### src/rtl/mips_cpu_alu_registers.sv
// mips_cpu_alu_registers: 32x32 register file with $v0 tap and combinational MIPS32 ALU.
module mips_cpu_alu_registers (
    input  logic        clk,
    input  logic        rst,
    input  logic        reg_write,
    input  logic [4:0]  wr_addr,
    input  logic [31:0] wr_data,
    input  logic [4:0]  rd_addr_a,
    output logic [31:0] rd_data_a,
    input  logic [4:0]  rd_addr_b,
    output logic [31:0] rd_data_b,
    output logic [31:0] register_v0,
    input  logic [4:0]  alu_op,
    input  logic [31:0] alu_a,
    input  logic [31:0] alu_b,
    input  logic [4:0]  alu_sa,
    output logic [31:0] alu_result,
    output logic        alu_zero
);
    logic [31:0] regs [32];

    always_ff @(posedge clk) begin
        if (rst) begin
            for (int i = 0; i < 32; i++) regs[i] <= '0;
        end else if (reg_write && wr_addr != 5'd0) begin
            regs[wr_addr] <= wr_data;
        end
    end

    // $zero is forced on the read side so its storage content never matters
    assign rd_data_a   = (rd_addr_a == 5'd0) ? '0 : regs[rd_addr_a];
    assign rd_data_b   = (rd_addr_b == 5'd0) ? '0 : regs[rd_addr_b];
    assign register_v0 = regs[2];

    always_comb begin
        alu_result = '0;
        case (alu_op)
            5'd0:  alu_result = alu_a & alu_b;
            5'd1:  alu_result = alu_a | alu_b;
            5'd2:  alu_result = alu_a + alu_b;
            5'd3:  alu_result = alu_a - alu_b;
            5'd4:  alu_result = {31'd0, $signed(alu_a) < $signed(alu_b)};
            5'd5:  alu_result = alu_a ^ alu_b;
            5'd6:  alu_result = alu_b << alu_sa;
            5'd7:  alu_result = alu_b >> alu_sa;
            5'd8:  alu_result = $signed(alu_b) >>> alu_sa;
            5'd9:  alu_result = alu_b << alu_a[4:0];
            5'd10: alu_result = alu_b >> alu_a[4:0];
            5'd11: alu_result = $signed(alu_b) >>> alu_a[4:0];
            5'd12: alu_result = {alu_b[15:0], 16'h0000};
            default: alu_result = '0;
        endcase
    end

    assign alu_zero = (alu_result == '0);
endmodule

### config.mk
export PLATFORM = sky130hd
export DESIGN_NAME = mips_cpu_alu_registers
export DESIGN_NICKNAME = d
export VERILOG_FILES = /design/src/rtl/mips_cpu_alu_registers.sv
export SDC_FILE = /design/constraint.sdc
export NUM_CORES = 2
export LEC_CHECK = 0
export BUFFER_PORTS_ARGS = -buffer_cell sky130_fd_sc_hd__buf_4
export CORE_ASPECT_RATIO = 0.7
export CORE_UTILIZATION = 45
export DETAILED_ROUTE_END_ITERATION = 8
export PLACE_DENSITY = 0.68
export SYNTH_ARGS = -nofsm -noshare
export SYNTH_HDL_FRONTEND = slang
export SYNTH_SLANG_ARGS = --single-unit
### constraint.sdc
create_clock -name clk -period 16.15 [get_ports clk]
set_input_delay 3.23 -clock clk [delete_from_list [all_inputs] [get_ports clk]]
set_output_delay 3.23 -clock clk [all_outputs]
set_load 0.05 [all_outputs]
==> flow_summary.toml <==
[critical_path]
cp-start-kind = "primary input"
end_kind = "output pin"
criticalPathCategory = "in2out"
worstPathArrival_ns = 10.05
cp_max_fo = 96
cp-startpoint = "alu_op[2]"
cp_data_required_time_ns = 12.92

[clock_tree]
clock_sinks = 1024
cts.clk_slew.worst_paths_ns = 0.07
cts.repair.resized = 0
htree_num_levels = 3
postCtsHoldBufs = 0
post_cts_buffers = 0
cts_tree = "done"
cts_buffers = 88
root_buffer = "clkbuf_16"
cts_buffer_depth = 3

[logic_synthesis]
ys_seq_elements = 1024
synth_area_leaders = "edfxtp_1 (45%), mux4_2 (21%), and2_1 (9.4%)"
avgSynthCellArea_um2 = 12.6
async_reset_ff_frac = 0
ys_dominant_reg_cell = "edfxtp_1"
synthCells = 5395
ys_seq_area_frac = 0.453
yosysTopAreaCell = "edfxtp_1"
synth_edf_count = 1024
netlist_area_um2 = 67900
synth_top_area_frac = 0.453
yosysUniqueCellTypes = 99
yosys_warnings = 0

[worst_hold_path]
holdCritPathClass = "in2reg"
holdCritStartpoint = "wr_data[30]"

[route]
vias = 53400
first_pass_iters = 7
drtIter0Drc = 9453
drcViolationCount = 0
viasPerCell = 7.17
ant_nets = 0
post_drt_wl_per_cell_um = 41.1
wl_mm = 307

[finish]
regMostFlops = "regs"
multi_input_area_um2 = 35000
largest_reg_flops = 1024
nets = 5623
largestRegisters = "regs: 1024 flops"
layout_common_cells = "edfxtp_1 (1024), and2_1 (1016), mux4_2 (642)"
drive_above_1_share = 0.245
final_common_cell = "edfxtp_1"
fill_cells = 12600
area_growth_pct = 10.1
seqCellArea_um2 = 30700

[power_and_ir_drop]
power.density_nw_per_um2 = 93.4
fin_total_pwr_mw = 6.98
ir_drop_mv = 0.0929
power_leakage_nw = 26.1

[grt]
antenna_found_initial = 30
grt_pass1_vias = 49400
overflow = 0
grt_start_max_net_pins = 159
grt_first_pass_wirelength_mm = 416
grt_usage = 0.396

[die]
core_area_um2 = 149000
num_rows = 118
fp.dieW_um = 466
die_y_um = 327
die_area_um2 = 152000
boundaryPins = 253
start_util = 0.456

[timing]
fmax_mhz = 75.3
hold_viol_final = 0
drv_slew = 8
min_period_ns = 13.28
period_share = 0.823
rsz0062_at_grt = "no"
max_slew_margin = -0.0961
finalSetupViolCount = 0
final.setup.tns_ns = 0
worst_pin_slew_ns = 1.64

[run_status]
status = "finished with violations"
violations = "max-capacitance violations, max-slew violations"

[place]
place_congestion = 1.11
hpwl_mm = 210
port_buffers = 252

[run]
maxCapViolCount = 2
-- worst paths after layout --
check	endpoint	depth (start not counted)
setup / recovery	alu_zero	15
hold / removal	regs[1][30]	2
-- cell usage after synthesis, drive strengths merged, types with 9 or more instances --
cell and number:
and2 1016, nand3 57, a22o 23, o211ai 54
or2 40, buf 135, o32ai 15, mux4 642
a2111oi 20, mux2i 93, inv 96, and3 14
nand4 24, nand2 225, nor2 278, a21o 29
a311o 11, o21ai 124, a311oi 23, o311ai 15
a21oi 150, xnor2 9, o221ai 15, nand2b 78
o22ai 34, a32oi 13, clkbuf 414, a221o 11
edfxtp 1024, a211o 35, a211oi 121, nor4 28
ha 99, a221oi 29, o21a 12, o21bai 13
nor3 90, o31ai 24, a31oi 28, o2111ai 15
a22oi 73, nor2b 22
-- logic make-up (layout without fill, tap and decap cells) --
logic type / Yosys count / count (layout) / synth area share
simple gates: 1921 / 1921 / 0.159
flops: 1024 / 1024 / 0.453
compound gates: 950 / 950 / 0.101
mux: 742 / 742 / 0.228
buf+inv: 645 / 683 / 0.0381
fa+ha+maj: 101 / 101 / 0.0188
xor+xnor: 11 / 11 / 0.00142
other cells: 1 / 45 / 0.0000553
-- cell type report --
cell class / instances / share of cell area
Timing Repair Buffer: 431 / 0.0445
Antenna cell: 13 / 0.000435
Tap cell: 1980 / 0.0331
Clock inverter: 47 / 0.00646
Inverter: 96 / 0.00482
Clock buffer: 109 / 0.0314
Sequential cell: 1024 / 0.411
Multi-Input combinational cell: 3757 / 0.468
-- metal layers --
| metal | track usage | up-vias | part of all wire |
|---|---|---|---|
| met3 | 0.164 | 475 | 0.16 |
| li1 | - | 20900 | - |
| met4 | 0.0955 | 24 | 0.026 |
| met5 | 0 | - | 0.00054 |
| met1 | 0.615 | 27600 | 0.43 |
| met2 | 0.502 | 4434 | 0.38 |
-- through the flow --
stage	instance area (um^2)	cells	hold WS, ns	setup WS, ns	utilization
after global routing	74700	7446	3.06	2.83	0.502
final	74700	7457	3.06	2.87	0.502
after CTS	74700	7443	3.01	3.46	0.502
after global placement	71900	7286	3.75	3.37	0.483
after floorplan	68000	5426	3.43	4.08	-
after detailed placement	71900	7287	3.76	3.47	0.483
-- where the power goes --
| part | internal [mW] | switching, mW |
|---|---|---|
| registers | 3.07 | 0.0757 |
| logic | 0.556 | 1.09 |
| clock network | 1.19 | 1.01 |
| total | 4.82 | 2.17 |
-- critical path, stage by stage --
cell and delay, ns:
buf_4 0.17, nor3b_4 0.24, buf_12 0.33, nand3_1 0.60, nand2_1 0.93, a21oi_1 0.07, a22oi_1 1.12, mux2i_1 0.18
a211oi_1 0.82, o311ai_0 0.37, or4b_2 0.70, nor4_1 0.38, nand4_1 0.27, nor4_2 0.23, buf_4 0.24
Power figures use the tool's default switching activity.
